===== src/rtl/pe_array_cfg_loader_pkg.sv =====
// Shared widths, init-field layout and FSM encoding for the PE-array configuration loader.
package pe_array_cfg_loader_pkg;

    localparam int INIT_W        = 13;
    localparam int PE_INST_W_DEF = 16;
    localparam int ADDR_W_DEF    = 8;
    localparam int RUN_CNT_W_DEF = 16;
    localparam int ENTRY_W       = INIT_W + PE_INST_W_DEF;

    // init_PE_array layout: {lsu4..7, row_sel, lsu_pe_sel}
    localparam int INIT_LSU_LSB   = 9;
    localparam int INIT_LSU_W     = 4;
    localparam int INIT_ROW_LSB   = 5;
    localparam int INIT_ROW_W     = 4;
    localparam int INIT_PESEL_LSB = 0;
    localparam int INIT_PESEL_W   = 5;

    typedef enum logic [1:0] {
        ST_IDLE  = 2'd0,
        ST_LOAD  = 2'd1,
        ST_DRAIN = 2'd2,
        ST_RUN   = 2'd3
    } state_e;

    function automatic int entry_width(input int pe_inst_w);
        return INIT_W + pe_inst_w;
    endfunction

endpackage


===== src/rtl/pe_array_cfg_loader_cfg_fetch_pipe.sv =====
// Config RAM read issue (address/count) and the return path that turns each
// returned entry into a one-cycle init strobe plus a held payload.
module cfg_fetch_pipe
    import pe_array_cfg_loader_pkg::*;
#(
    parameter int PE_INST_W = PE_INST_W_DEF,
    parameter int ADDR_W    = ADDR_W_DEF
) (
    input  logic                        clk,
    input  logic                        rst,
    input  logic                        load_i,
    input  logic [ADDR_W-1:0]           base_i,
    input  logic [ADDR_W:0]             len_i,
    input  logic                        flush_i,
    output logic                        last_issue_o,
    output logic                        rd_en_o,
    output logic [ADDR_W-1:0]           rd_addr_o,
    input  logic [INIT_W+PE_INST_W-1:0] rd_data_i,
    output logic [INIT_W-1:0]           init_o,
    output logic [PE_INST_W-1:0]        payload_o
);

    localparam logic [ADDR_W-1:0] ADDR_ONE = {{(ADDR_W-1){1'b0}}, 1'b1};
    localparam logic [ADDR_W:0]   CNT_ONE  = {{ADDR_W{1'b0}}, 1'b1};

    logic                 rd_en_q;
    logic [ADDR_W-1:0]    addr_q;
    logic [ADDR_W:0]      rem_q;
    logic                 rd_vld_q;
    logic [INIT_W-1:0]    init_q;
    logic [PE_INST_W-1:0] payload_q;

    assign rd_en_o      = rd_en_q;
    assign rd_addr_o    = addr_q;
    assign init_o       = init_q;
    assign payload_o    = payload_q;
    assign last_issue_o = rd_en_q && (rem_q == CNT_ONE);

    always_ff @(posedge clk or negedge rst) begin
        if (!rst) begin
            rd_en_q   <= 1'b0;
            addr_q    <= '0;
            rem_q     <= '0;
            rd_vld_q  <= 1'b0;
            init_q    <= '0;
            payload_q <= '0;
        end else begin
            if (flush_i) begin
                rd_en_q <= 1'b0;
            end else if (load_i) begin
                rd_en_q <= 1'b1;
                addr_q  <= base_i;
                rem_q   <= len_i;
            end else if (rd_en_q) begin
                // address register wraps naturally modulo 2^ADDR_W
                addr_q <= addr_q + ADDR_ONE;
                rem_q  <= rem_q - CNT_ONE;
                if (rem_q == CNT_ONE)
                    rd_en_q <= 1'b0;
            end

            // a flush kills both the read issued this cycle and the data returning now
            rd_vld_q <= rd_en_q && !flush_i;
            if (rd_vld_q && !flush_i) begin
                init_q    <= rd_data_i[INIT_W+PE_INST_W-1:PE_INST_W];
                payload_q <= rd_data_i[PE_INST_W-1:0];
            end else begin
                init_q    <= '0;
            end
        end
    end

endmodule


===== src/rtl/pe_array_cfg_loader.sv =====
// Sequencer that streams a context of config entries onto the PE array, then
// holds run for a programmed number of cycles and reports done or aborted.
module pe_array_cfg_loader
    import pe_array_cfg_loader_pkg::*;
#(
    parameter int PE_INST_W = PE_INST_W_DEF,
    parameter int ADDR_W    = ADDR_W_DEF,
    parameter int RUN_CNT_W = RUN_CNT_W_DEF,
    parameter int ENTRY_W   = entry_width(PE_INST_W)
) (
    input  logic                 clk,
    input  logic                 rst,
    input  logic                 start,
    input  logic                 abort,
    input  logic [ADDR_W-1:0]    cfg_base,
    input  logic [ADDR_W:0]      cfg_len,
    input  logic [RUN_CNT_W-1:0] run_cycles,
    output logic                 cfg_rd_en,
    output logic [ADDR_W-1:0]    cfg_rd_addr,
    input  logic [ENTRY_W-1:0]   cfg_rd_data,
    output logic [INIT_W-1:0]    init_PE_array,
    output logic [PE_INST_W-1:0] PE_config,
    output logic                 run,
    output logic                 busy,
    output logic                 done,
    output logic                 aborted
);

    localparam logic [RUN_CNT_W-1:0] RUN_ONE = {{(RUN_CNT_W-1){1'b0}}, 1'b1};

    state_e               state_q;
    logic [RUN_CNT_W-1:0] run_cnt_q;
    logic                 drain_q;
    logic                 run_q;
    logic                 done_q;
    logic                 aborted_q;

    logic accept;
    logic kill;
    logic load_go;
    logic last_issue;

    // start only counts in IDLE; abort only counts when busy, so start wins in IDLE
    assign accept  = start && (state_q == ST_IDLE);
    assign kill    = abort && (state_q != ST_IDLE);
    assign load_go = accept && (cfg_len != '0);

    assign run     = run_q;
    assign busy    = (state_q != ST_IDLE);
    assign done    = done_q;
    assign aborted = aborted_q;

    cfg_fetch_pipe #(
        .PE_INST_W (PE_INST_W),
        .ADDR_W    (ADDR_W)
    ) u_fetch (
        .clk          (clk),
        .rst          (rst),
        .load_i       (load_go),
        .base_i       (cfg_base),
        .len_i        (cfg_len),
        .flush_i      (kill),
        .last_issue_o (last_issue),
        .rd_en_o      (cfg_rd_en),
        .rd_addr_o    (cfg_rd_addr),
        .rd_data_i    (cfg_rd_data[INIT_W+PE_INST_W-1:0]),
        .init_o       (init_PE_array),
        .payload_o    (PE_config)
    );

    always_ff @(posedge clk or negedge rst) begin
        if (!rst) begin
            state_q   <= ST_IDLE;
            run_cnt_q <= '0;
            drain_q   <= 1'b0;
            run_q     <= 1'b0;
            done_q    <= 1'b0;
            aborted_q <= 1'b0;
        end else begin
            done_q    <= 1'b0;
            aborted_q <= 1'b0;
            if (kill) begin
                state_q   <= ST_IDLE;
                run_q     <= 1'b0;
                drain_q   <= 1'b0;
                run_cnt_q <= '0;
                aborted_q <= 1'b1;
            end else begin
                case (state_q)
                    ST_IDLE: begin
                        if (accept) begin
                            run_cnt_q <= run_cycles;
                            drain_q   <= 1'b0;
                            state_q   <= (cfg_len == '0) ? ST_DRAIN : ST_LOAD;
                        end
                    end
                    ST_LOAD: begin
                        if (last_issue) begin
                            drain_q <= 1'b0;
                            state_q <= ST_DRAIN;
                        end
                    end
                    ST_DRAIN: begin
                        // two cycles: last read's data returns, then lands on the outputs
                        if (drain_q) begin
                            drain_q <= 1'b0;
                            run_q   <= 1'b1;
                            state_q <= ST_RUN;
                        end else begin
                            drain_q <= 1'b1;
                        end
                    end
                    ST_RUN: begin
                        // a zero count never reaches one, so run holds until abort
                        if (run_cnt_q == RUN_ONE) begin
                            run_q   <= 1'b0;
                            done_q  <= 1'b1;
                            state_q <= ST_IDLE;
                        end else if (run_cnt_q != '0) begin
                            run_cnt_q <= run_cnt_q - RUN_ONE;
                        end
                    end
                    default: state_q <= ST_IDLE;
                endcase
            end
        end
    end

endmodule


===== config.mk =====
export PLATFORM = sky130hd
export DESIGN_NAME = pe_array_cfg_loader
export DESIGN_NICKNAME = d
export VERILOG_FILES = /design/src/rtl/pe_array_cfg_loader_pkg.sv /design/src/rtl/pe_array_cfg_loader_cfg_fetch_pipe.sv /design/src/rtl/pe_array_cfg_loader.sv
export SDC_FILE = /design/constraint.sdc
export NUM_CORES = 1
export LEC_CHECK = 0
export BUFFER_PORTS_ARGS = -buffer_cell sky130_fd_sc_hd__buf_2
export CAP_MARGIN = 25
export CORE_MARGIN = 2
export CORE_UTILIZATION = 29
export DETAILED_ROUTE_END_ITERATION = 16
export PLACE_DENSITY = 0.62
export SKIP_CTS_REPAIR_TIMING = 1
export SLEW_MARGIN = 20
export SYNTH_ARGS = -nofsm -noshare
export SYNTH_HDL_FRONTEND = slang
export SYNTH_SLANG_ARGS = --single-unit

===== constraint.sdc =====
create_clock -name clk -period 4.8 [get_ports clk]
set_input_delay 0.72 -clock clk [delete_from_list [all_inputs] [get_ports clk]]
set_output_delay 0.72 -clock clk [all_outputs]
set_load 0.01 [all_outputs]

==> summary by stage, run 1 <==
Place
The total placed cells including tap cells is 579. At the end of routability-driven placement, the weighted congestion stood at 0.821. The count of port buffers added during placement is 107.

The sum of net half-perimeters after detailed placement is 6370 µm. The worst slack at placement is 1.64 ns.

Yosys
During synthesis, Yosys emitted a total of 0 warnings. Each instance of the synthesized netlist takes up on average 10.4 µm². The library cell with the largest summed area after synthesis is sky130_fd_sc_hd__dfrtp_1. The post-synthesis cell area is 3480 µm².

The number of cells produced by synthesis is 334. Yosys attributes the largest share of cell area to sky130_fd_sc_hd__dfrtp_1, sky130_fd_sc_hd__mux2_2, sky130_fd_sc_hd__nand2_1. When the netlist entered floorplanning its net count stood at 409. The prevailing post-synth register cell is sky130_fd_sc_hd__dfrtp_1. The portion of the post-synthesis area used by sequential elements is 50.3%. The share of flip-flops with an asynchronous set or reset is 100%.

In this run, synthesis inferred 0 flip-flops with an integrated enable. Counting flops and latches in the post-synthesis netlist gives 70. The synthesized netlist contains 55 unique library cells.

In this run the biggest area consumer among cell types represents 50.3% of the synthesized area.

Routing
Wires add up to 8630 µm. Detailed routing inserted a total of 2941 vias. The routed length per placed instance is 14.5 µm. The detail route stage leaves a number of antenna-violating nets equal to 0.

The length of the first detailed-routing pass in iterations is 4. After detailed routing, the number of vias per cell comes to 4.94. The remaining design rule violation count is 0. The violation count after the first detailed-routing iteration is 136.

STA
Setup repair after global routing left no endpoint under its margin. Setup violations remaining at the end of the flow were counted as 0. The clock period minus worst slack is 3.17 ns. The number of pins with negative max-slew slack in the final report is 0.

At the pin with the least slew margin, the transition time is 0.810 ns. The count of final hold-check violations is 0. The post-route clock skew is 0.00425 ns.

The final period utilization is 66.1%. Setup slack on the critical path of the routed design comes to 1.63 ns. Measured against its own limit, the worst slew margin works out to 45.8%. Based on the critical path, the design can be clocked at up to 315 MHz. Summed over all failing endpoints, the final setup total negative slack is 0 ns.

Critical path
The data required time at the worst endpoint is 5.00 ns. The worst setup path is of the flip-flop to flip-flop kind. On the worst path, the slowest cell contributes a delay of 0.80 ns. Data arrives at the worst endpoint at 3.37 ns. The library cell contributing the largest single delay on the critical path is sky130_fd_sc_hd__o311ai_4. The highest net fanout along the worst path is 24. The signal on the critical path passes through inv_1, ha_1, nand2b_1, nand2_2, o311ai_4, or2b_2, o21ai_0. The type of origin of the critical path is a flip-flop. The type of element capturing the critical path is a flip-flop. In this design, the largest share of critical-path delay is due to simple AND/OR/NAND/NOR gates. The buffers plus inverters on the worst setup path is 1.

Run
Across the run, the number of max-cap violations was 0.

Power and ir drop
The peak supply drop is 0.259 mV. Dividing total power by cell area gives a power density of 647 nW/µm². In this run the static leakage power is 2.16 nW. The total power is 0.00291 W.

Outcome
The flow ran to the end, and the final reports show no timing, DRC or antenna violations.

Finish
In the final layout, the share of cells above drive strength 1 is 35.5%. The repair_antennas step left the layout with diodes totalling 0. Leaving out fill and tap cells, the most frequent cell in the layout is sky130_fd_sc_hd__buf_2. After the last flow step, the layout net total stands at 518. Leaving out filler cells and counting taps, the final layout contains 595. The final core utilization is 38.0%.

The top cell types in the final layout, fill and taps aside, are sky130_fd_sc_hd__buf_2, sky130_fd_sc_hd__dfrtp_1, sky130_fd_sc_hd__nand2_1, sky130_fd_sc_hd__o21ai_0. The area growth from synthesis to layout is 29.3%.

Global route
The initial antenna violation count is 0. For this run the aggregate overflow at the end of global routing stands at 0. The via count of the first global-routing pass was 2972. Entering global routing, the biggest net connects 42 pins. The first global-routing pass estimated 14000 µm of wire.

The total routing usage reported by global routing is 13.7%.

Die
The die outline height is 114 µm. The floorplan step set the die width to 114 µm. The initial standard-cell utilization of the core is 29.3%. The number of I/O pins is 108. The die area is 12900 µm². The core region is 11900 µm².

The number of rows created at floorplan is 40.

CTS
The library cell used as clock root buffer is sky130_fd_sc_hd__clkbuf_16. After clock tree synthesis, the clock-pin slew on the worst setup and hold paths is 0.06 ns. The H-tree was split into 3 levels.

The buffer depth of the longest clock path is 2. The TritonCTS clock tree is done. At the later pin of the worst-skew pair, clock insertion delay measures 0.33 ns.

The number of clock buffers added by TritonCTS is 9. CTS saw 70 sinks.

Worst hold path
The worst min-delay path class is primary input to asynchronous set/reset pin.
[cell type report]
class	instances	area (µm²)
fillers	1178	7360
well taps	147	184
clock buffers	10	239
multi-input cells	240	1630
inverters	13	48.8
clock inverters	6	93.8
repair buffers	109	551
flip-flops and latches	70	1750
[final timing paths]
kind	from	endpoint	slack (ns)	cells past startpoint
setup / recovery	state_q[0]	run_cnt_q[3]	1.63	7
hold / removal	rst	run_cnt_q[4]	0.44	1
setup reg to reg	state_q[0]	run_cnt_q[3]	1.63	7
hold reg to reg	u_fetch.payload_o[5]	u_fetch.payload_o[5]	0.50	1
max in group asynchronous	rst	u_fetch.payload_o[9]	3.37	2
min in group clk	u_fetch.payload_o[5]	u_fetch.payload_o[5]	0.50	1
[cell usage after synthesis (all sizes together) (3+ instances only)]
| cell | count |
|---|---|
| a21oi | 13 |
| and3 | 16 |
| buf | 4 |
| clkbuf | 7 |
| dfrtp | 70 |
| ha | 9 |
| inv | 13 |
| mux2 | 18 |
| mux2i | 5 |
| nand2 | 39 |
| nand3 | 5 |
| nand4 | 11 |
| nor2 | 19 |
| nor3 | 8 |
| nor4 | 7 |
| o211ai | 3 |
| o21ai | 37 |
| o311ai | 6 |
| or3 | 3 |
| xnor2 | 6 |
| xor2 | 9 |
[power breakdown]
part / total (W) / switching, W / internal (W)
clock network: 0.000733 / 0.000260 / 0.000473
logic: 0.00111 / 0.000613 / 0.000492
registers: 0.00107 / 0.000232 / 0.000840
total: 0.00291 / 0.00111 / 0.00181
[metrics by stage]
step | hold slack (ns) | instance area [µm²]
floorplan | 0.424 | 3480
global placement | 0.482 | 4170
detailed placement | 0.490 | 4170
CTS | 0.455 | 4500
global route | 0.491 | 4500
finish | 0.438 | 4500
[cell families (layout without fill, tap and decap cells)]
family	count (synthesis)	after routing	synth area share, %
simple gates	120	120	19.0
fa+ha+maj	9	9	3.24
mux	23	23	7.26
xor+xnor	15	15	3.77
buf+inv	24	138	2.91
compound gates	73	73	13.5
flops	70	70	50.3
[worst register-to-register path, stage by stage (launching register included)]
cell and delay [ns]:
sky130_fd_sc_hd__dfrtp_1 0.41, sky130_fd_sc_hd__inv_1 0.11, sky130_fd_sc_hd__ha_1 0.29, sky130_fd_sc_hd__nand2b_1 0.66, sky130_fd_sc_hd__nand2_2 0.32, sky130_fd_sc_hd__o311ai_4 0.80, sky130_fd_sc_hd__or2b_2 0.33, sky130_fd_sc_hd__o21ai_0 0.13
[state kept, by name, summed over array words and instances (netlist names)]
register / count
aborted: 1
done: 1
drain_q: 1
run: 1
run_cnt_q: 16
state_q: 2
u_fetch.init_o: 13
u_fetch.payload_o: 16
u_fetch.rd_addr_o: 8
u_fetch.rd_en_o: 1
u_fetch.rd_vld_q: 1
u_fetch.rem_q: 9
[layer usage]
| layer | track usage [%] | part of all wire, % | wire [µm] | up-vias |
|---|---|---|---|---|
| met4 | 4.55 | 1.2 | 102 | 0 |
| met5 | 0 | 0 | 0 | - |
| met3 | 4.36 | 6.5 | 561 | 10 |
| met2 | 23.1 | 50 | 4300 | 88 |
| li1 | - | - | - | 1416 |
| met1 | 16.7 | 42 | 3670 | 1427 |
Note: power is estimated with default switching activity, not from simulation.
==> run 2: changes to the inputs <==
Settings changed: ABC_AREA set to 1, PLACE_DENSITY 0.62 to 0.61.
Clock period 4.8 ns to 2.93 ns, I/O delays scaled along.
==> run 2 against run 1 <==
Compared with the run above: worst hold slack got worse by 0.20 ns; non-clock buffer count increased by 2; synthesized area increased by 16%; sequential share of layout area decreased by 4.0 points; worst setup slack got worse by 0.76 ns; critical endpoint is now u_fetch.rd_addr_o[3]; register-to-register slack got worse by 0.76 ns; cell area increased by 12%; highest routed layer unchanged; routed wire length increased by 17%; flip-flop and latch count unchanged; critical path depth increased by 3.
==> summary by stage, run 2 <==
Power and ir drop
The leakage power is 2.69 nW (+25%). The total power per unit cell area was 1090 nW/µm² (+68%). The peak supply drop is 0.401 mV (+55%). The total power is 0.00546 W (+88%).

Finish
The antenna diode instance count was 0 (unchanged). In the layout the commonest cells are sky130_fd_sc_hd__nand2_1, sky130_fd_sc_hd__buf_2, sky130_fd_sc_hd__dfrtp_1, sky130_fd_sc_hd__nor2_1, sky130_fd_sc_hd__inv_1. The area growth from synthesis to layout is 24.3%. The most common library cell in the layout ignoring fill and taps is sky130_fd_sc_hd__nand2_1. The proportion of layout cells with a drive suffix above 1 came to 29.0% (-6.5 points). The net total in the final layout is 701 (+35%).

The final-layout fill cell count is 1483 (+26%).

STA
The final period utilization is 70.5% (+4.4 points). Setup repair after global routing left no endpoint under its margin. The relative slew slack came to 40.0% (-5.9 points). The clock period minus worst slack is 2.06 ns (-1.11 ns). The actual transition at the worst max-transition pin is 0.900 ns (+0.0900 ns).

The maximum clock rate was 484 MHz (+54%). The post-route clock skew is 0.00726 ns (+0.00300 ns). The sum of negative setup slack is 0 ns (unchanged). The count of final hold-check violations is 0 (unchanged). The number of pins with negative max-slew slack in the final report is 0 (unchanged). The final setup violation count is 0 (unchanged).

Die
The number of rows created at floorplan came to 43 (+7.5%). The chip width is 122 µm (+7.5%). The core outline area is 13700 µm² (+16%). The initial standard-cell utilization of the core came to 29.4% (+0.10 points). The die area is 14900 µm² (+15%). The number of I/O pins is 108 (unchanged). The die outline height is 122 µm (+7.5%).

Place
The count of port buffers added during placement is 107 (unchanged). The weighted congestion reported at the end of routability-driven placement is 0.841 (+2.4%). The sum of net half-perimeters after detailed placement is 7370 µm (+16%).

Global route
The maximum number of pins on one net before global-route repair is 71 (+69%). The initial antenna violation count is 0 (unchanged). The via count of the first global-routing pass is 3320 (+12%). The total routing usage reported by global routing is 13.8% (+0.049 points). The first-pass GRT wire length came to 16100 µm (+15%). The overall overflow remaining after global route is 0 (unchanged).

Critical path
The data arrival time of the worst path came to 2.30 ns (-1.07 ns). The worst setup path is launched from a flip-flop. The worst reg2reg path depth is 10 (+3). The type of element capturing the critical path is a flip-flop. The startpoint identified for the worst register-to-register timing path is state_q[0]. The worst register-to-register path ends at u_fetch.rd_addr_o[3]. The type of the worst setup path is flip-flop to flip-flop. The data required time at the worst endpoint is 3.17 ns (-1.83 ns). The register-to-register setup slack came to 0.87 ns (-0.76 ns). The highest net fanout along the worst path is 14 (-42%).

Yosys
The library cell with the largest summed area after synthesis is sky130_fd_sc_hd__dfrtp_1. The Yosys warning count came to 0 (unchanged). The area fraction of the dominant cell type after synthesis is 43.4% (-7.0 points). Yosys attributes the largest share of cell area to sky130_fd_sc_hd__dfrtp_1, sky130_fd_sc_hd__nand2_1, sky130_fd_sc_hd__nand3_1. The prevailing post-synth register cell is sky130_fd_sc_hd__dfrtp_1.

The portion of the post-synthesis area used by sequential elements came to 43.4% (-7.0 points). The count of state elements after synthesis is 70 (unchanged). The post-synthesis cell area is 4040 µm² (+16%). The most repeated cell in the gate-level netlist after synthesis is sky130_fd_sc_hd__nand2_1.

The share of flip-flops with an asynchronous set or reset is 100% (unchanged). The number of synthesized flops with an enable pin is 0 (unchanged). The average cell area after synthesis was 7.80 µm² (-25%). The count of cell types in the netlist is 37 (-33%). The number of cells produced by synthesis was 518 (+55%). The post-synthesis net count came to 593 (+45%). By count the netlist is led by sky130_fd_sc_hd__nand2_1, sky130_fd_sc_hd__dfrtp_1, sky130_fd_sc_hd__nor2_1.

Routing
The total vias in the final route was 3604 (+23%). The mean number of vias per cell is 4.44 (-10%). The routed length per placed instance is 12.5 µm (-14%). The violation count after the first detailed-routing iteration was 229 (+68%). The final antenna-violating net count is 0 (unchanged). The length of the first detailed-routing pass in iterations is 6 (+2). The remaining design rule violation count is 0 (unchanged).

The post-detailed-routing wire length is 10100 µm (+17%).

Worst hold path
The worst min-delay path class is primary input to asynchronous set/reset pin.

CTS
The buffer depth of the longest clock path was 2 (unchanged). The clock transition at the register clock pins on the worst setup and hold paths after CTS is 0.06 ns (about the same). The clock latency of the later-clocked register in the worst-skew pair was 0.34 ns (about the same). TritonCTS built the clock tree. The library cell used as clock root buffer is sky130_fd_sc_hd__clkbuf_16. The total CTS buffers is 9 (unchanged). The CTS H-tree depth is 3 (unchanged). The CTS sink count is 70 (unchanged).

Run
The count of maximum capacitance violations is 0 (unchanged).

Outcome
The flow ran to the end, and the final reports show no timing, DRC or antenna violations.
run 2: changes by cell type after synthesis, sizes merged, moves of 5 or more:
cell / before / now
xnor2: 6 / 1
clkbuf: 7 / 2
nand3: 5 / 47
mux2i: 5 / 0
a21oi: 13 / 8
nand2: 39 / 160
nand4: 11 / 6
inv: 13 / 64
o311ai: 6 / 0
and3: 16 / 1
nor2: 19 / 65
nor3: 8 / 2
buf: 4 / 12
run 2: area by class of cell:
type                    count  area, µm²  area share (%)
multi-input cells         370       1940            38.7
flip-flops and latches     70       1750            34.9
repair buffers            111        568            11.3
inverters                  64        243            4.83
clock buffers              11        233            4.63
well taps                 180        225            4.48
clock inverters             5       58.8            1.17
run 2: where the power goes:
part | total, W | switching (W) | internal [W]
combinational | 0.00261 | 0.00162 | 0.000991
sequential | 0.00176 | 0.000354 | 0.00140
clock | 0.00109 | 0.000431 | 0.000661
total | 0.00546 | 0.00240 | 0.00305
run 2: stage by stage:
step | hold slack [ns] | instances | area [µm²] | util (%) | setup slack [ns]
after floorplan | 0.144 | 518 | 4040 | - | 1.34
after global routing | 0.295 | 811 | 5020 | 36.6 | 0.594
after global placement | 0.454 | 795 | 4730 | 34.5 | 0.881
after CTS | 0.279 | 811 | 5020 | 36.6 | 0.855
final | 0.241 | 811 | 5020 | 36.6 | 0.865
after detailed placement | 0.458 | 795 | 4730 | 34.5 | 0.857
run 2: worst max-delay path by stage:
stage | end | cells past startpoint | startpoint | slack (ns)
2_1_floorplan | run_cnt_q[13] | 12 | state_q[0] | 1.34
3_3_place_gp | u_fetch.rd_addr_o[3] | 10 | state_q[0] | 0.88
3_5_place_dp | u_fetch.rd_addr_o[3] | 10 | state_q[0] | 0.86
4_1_cts | u_fetch.rd_addr_o[3] | 10 | state_q[0] | 0.86
5_1_grt | u_fetch.rd_addr_o[5] | 9 | state_q[0] | 0.59
6_report | u_fetch.rd_addr_o[3] | 10 | state_q[0] | 0.87
run 2: layer usage:
layer	global-route usage, %	wire length (µm)	vias to the layer above
met5	0	0	-
met2	21.5	4530	103
met1	18.2	4770	1635
li1	-	-	1856
met4	4.38	114	0
met3	4.26	690	10
run 2: critical path: stages, from the launching register on:
cell and delay (ns):
sky130_fd_sc_hd__dfrtp_1 0.41, sky130_fd_sc_hd__inv_1 0.09, sky130_fd_sc_hd__ha_1 0.25, sky130_fd_sc_hd__inv_2 0.08, sky130_fd_sc_hd__nand2_4 0.18, sky130_fd_sc_hd__nand2_1 0.33
sky130_fd_sc_hd__buf_4 0.29, sky130_fd_sc_hd__o21ai_0 0.18, sky130_fd_sc_hd__nand2_1 0.07, sky130_fd_sc_hd__nand2_1 0.05, sky130_fd_sc_hd__inv_1 0.03
run 2: logic make-up after synthesis:
kind of cell,after synthesis,share of synthesized area (%)
multiplexers,16,4.46
AO/OA/AOI/OAI,48,7.18
adder cells (fa/ha/maj),9,2.79
AND/OR/NAND/NOR,291,32.4
XOR/XNOR,6,1.30
flip-flops,70,43.4
buffers and inverters,78,8.55
==> run 3: changes to the inputs <==
Settings changed: ABC_AREA 1 to 0, PLACE_DENSITY 0.61 to 0.62.
Clock period 2.93 ns to 2 ns, I/O delays scaled along.
==> run 3 against run 2 <==
Compared with the run above: the run now ends with hold timing left; power grew 29%; register-to-register slack worse by 0.78 ns; sequential share of layout area increased by 2.7 points; global-route usage down 0.18 points; cell count is 24% lower; combinational power up 14%; via count down 17%; worst setup slack lost 0.78 ns; count of clock-buffer cells in the layout shrank 1; clock power rose by 38%; maximum frequency is 7.6% higher; worst hold slack lost 0.26 ns; largest cell class is now registers.
==> summary by stage, run 3 (synthesis results as in run 1) <==
Critical path
The type of the worst setup path is flip-flop to flip-flop. The data required time at the worst endpoint is 2.21 ns (-0.96 ns). The register-to-register setup slack is 0.08 ns (-0.78 ns). The launch point of the worst reg-to-reg path is run_cnt_q[10]. The data arrival time of the worst path is 2.13 ns (-0.17 ns). The highest net fanout along the worst path is 9 (-5). The worst reg2reg path depth came to 6 (-4). The type of origin of the critical path is a flip-flop.

The type of element capturing the critical path is a flip-flop. The reg-to-reg critical path endpoint is run_cnt_q[2].

Global route
The maximum number of pins on one net before global-route repair is 71 (unchanged). The total routing usage reported by global routing is 13.6% (-0.18 points). The first-pass GRT wire length is 13900 µm (-14%). The initial antenna violation count is 0 (unchanged). The overall overflow remaining after global route is 0 (unchanged). The via count of the first global-routing pass is 2873 (-13%).

CTS
The tree is rooted in a sky130_fd_sc_hd__clkbuf_16. The total CTS buffers is 9 (unchanged). The CTS H-tree depth is 3 (unchanged). The clock transition at the register clock pins on the worst setup and hold paths after CTS is 0.06 ns (about the same). TritonCTS built the clock tree. The clock latency of the later-clocked register in the worst-skew pair is 0.33 ns (about the same). The CTS sink count is 70 (unchanged).

The buffer depth of the longest clock path is 2 (unchanged).

Die
The number of rows created at floorplan was 40 (-7.0%). The chip width is 114 µm (-6.9%). The initial standard-cell utilization of the core is 29.3% (-0.10 points). The die area is 12900 µm² (-13%). The number of I/O pins came to 108 (unchanged). The core outline area is 11900 µm² (-14%). The die outline height is 114 µm (-6.9%).

Finish
The top cell types in the final layout, fill and taps aside, are sky130_fd_sc_hd__buf_2, sky130_fd_sc_hd__dfrtp_1, sky130_fd_sc_hd__nand2_1, sky130_fd_sc_hd__o21ai_0, sky130_fd_sc_hd__buf_4. From synthesis to final layout, the design area changed by 34.0%. The final core utilization came to 39.3% (+2.7 points).

The most common library cell in the layout ignoring fill and taps is sky130_fd_sc_hd__buf_2. The antenna diode instance count is 0 (unchanged). The net total in the final layout is 538 (-23%). The proportion of layout cells with a drive suffix above 1 is 40.2% (+11 points).

Power and ir drop
The total net switching power is 0.00273 W (+13%). The part of the total power dissipated in combinational logic came to 42.2% (-5.6 points). The internal power came to 0.00432 W (+41%).

The sequential cell fraction of total power is 36.6% (+4.4 points). The switching fraction of total power is 38.7% (-5.3 points). The total power per unit cell area is 1510 nW/µm² (+39%). The leakage power came to 2.25 nW (-16%). The clock share of power came to 21.2% (+1.2 points). The peak supply drop came to 0.793 mV (+98%).

Routing
The mean number of vias per cell is 4.85 (+9.0%). The post-detailed-routing wire length is 8650 µm (-14%). The length of the first detailed-routing pass in iterations is 4 (-2). The routed length per placed instance is 14.1 µm (+13%).

The remaining design rule violation count was 0 (unchanged). The violation count after the first detailed-routing iteration is 115 (-50%). The total vias in the final route was 2980 (-17%). The final antenna-violating net count is 0 (unchanged).

STA
The count of final hold-check violations is 11 (+11). Setup repair after global routing could not meet its margin everywhere. The number of pins with negative max-slew slack in the final report is 0 (unchanged). The maximum clock rate is 521 MHz (+7.6%). The post-route clock skew is 0.0115 ns (+0.00426 ns). The clock period minus worst slack is 1.92 ns (-0.146 ns).

The sum of negative setup slack is 0 ns (unchanged). The final setup violation count is 0 (unchanged). The actual transition at the worst max-transition pin is 0.431 ns (-0.470 ns). The final period utilization is 95.9% (+25 points). The relative slew slack was 71.0% (+31 points). The worst hold slack came to -0.0241 ns (-0.265 ns). The minimum setup slack in the final design is 0.0813 ns (-0.784 ns).

Outcome
The run finished, with violations left. The checks that failed: hold timing.

Place
The worst slack at placement came to 0.0699 ns (-0.787 ns). The weighted congestion reported at the end of routability-driven placement came to 0.835 (-0.68%). The count of port buffers added during placement came to 107 (unchanged). The sum of net half-perimeters after detailed placement was 6430 µm (-13%).

Worst hold path
The worst min-delay path class is primary input to asynchronous set/reset pin.

Run
The count of maximum capacitance violations is 0 (unchanged).
run 3: cell types whose count changed in the layout (fill, tap and decap cells not counted), sizes merged, moves of 15 or more:
cell,previous run,this run
nand2,160,39
nand3,47,5
nor2,65,19
inv,65,15
buf,111,129
and3,1,16
run 3: worst max-delay path, stage by stage (launching register included):
cell and delay, ns:
sky130_fd_sc_hd__dfrtp_1 0.42, sky130_fd_sc_hd__nor4_2 0.38, sky130_fd_sc_hd__nand4_2 0.23, sky130_fd_sc_hd__o311ai_4 0.35
sky130_fd_sc_hd__buf_4 0.23, sky130_fd_sc_hd__o21ai_0 0.10, sky130_fd_sc_hd__o311ai_0 0.10
run 3: stage by stage:
stage               total power (W)  cell area, µm²  instances
floorplan                   0.00436            3480        334
finish                      0.00705            4670        615
global placement            0.00540            4330        599
CTS                         0.00703            4610        615
global route                0.00757            4670        615
detailed placement          0.00548            4330        599
run 3: routing by layer:
layer  wire, µm  GRT usage (%)  vias to the layer above  share of wire (%)
met5          0              0                        -                  0
met4        116           3.25                        0                1.3
met3        470           4.89                       12                5.4
met2       4060           21.4                       77                 47
met1       4000           17.9                     1428                 46
li1           -              -                     1463                  -
run 3: layout make-up:
class / count / area [µm²]
clock inverter: 6 / 43.8
inverter: 13 / 51.3
tap: 147 / 184
timing repair buffer: 129 / 721
multi-input combinational: 240 / 1680
sequential: 70 / 1750
clock buffer: 10 / 239
fill: 1208 / 7200
run 3: worst max path at each step:
stage	endpoint	start	depth (start not counted)
after global placement	run_cnt_q[10]	run_cnt_q[0]	7
final	run_cnt_q[2]	run_cnt_q[10]	6
after floorplan	u_fetch.payload_o[0]	state_q[0]	7
after CTS	run_cnt_q[10]	run_cnt_q[0]	7
after detailed placement	run_cnt_q[10]	run_cnt_q[0]	7
after global routing	run_cnt_q[2]	run_cnt_q[10]	6
run 3: power by group through the flow:
stage | logic [W] | registers, W | clock network [W]
global route | 0.00330 | 0.00266 | 0.00161
detailed placement | 0.00291 | 0.00257 | 0
floorplan | 0.00172 | 0.00264 | 0
CTS | 0.00293 | 0.00255 | 0.00155
finish | 0.00297 | 0.00258 | 0.00150
global placement | 0.00285 | 0.00254 | 0
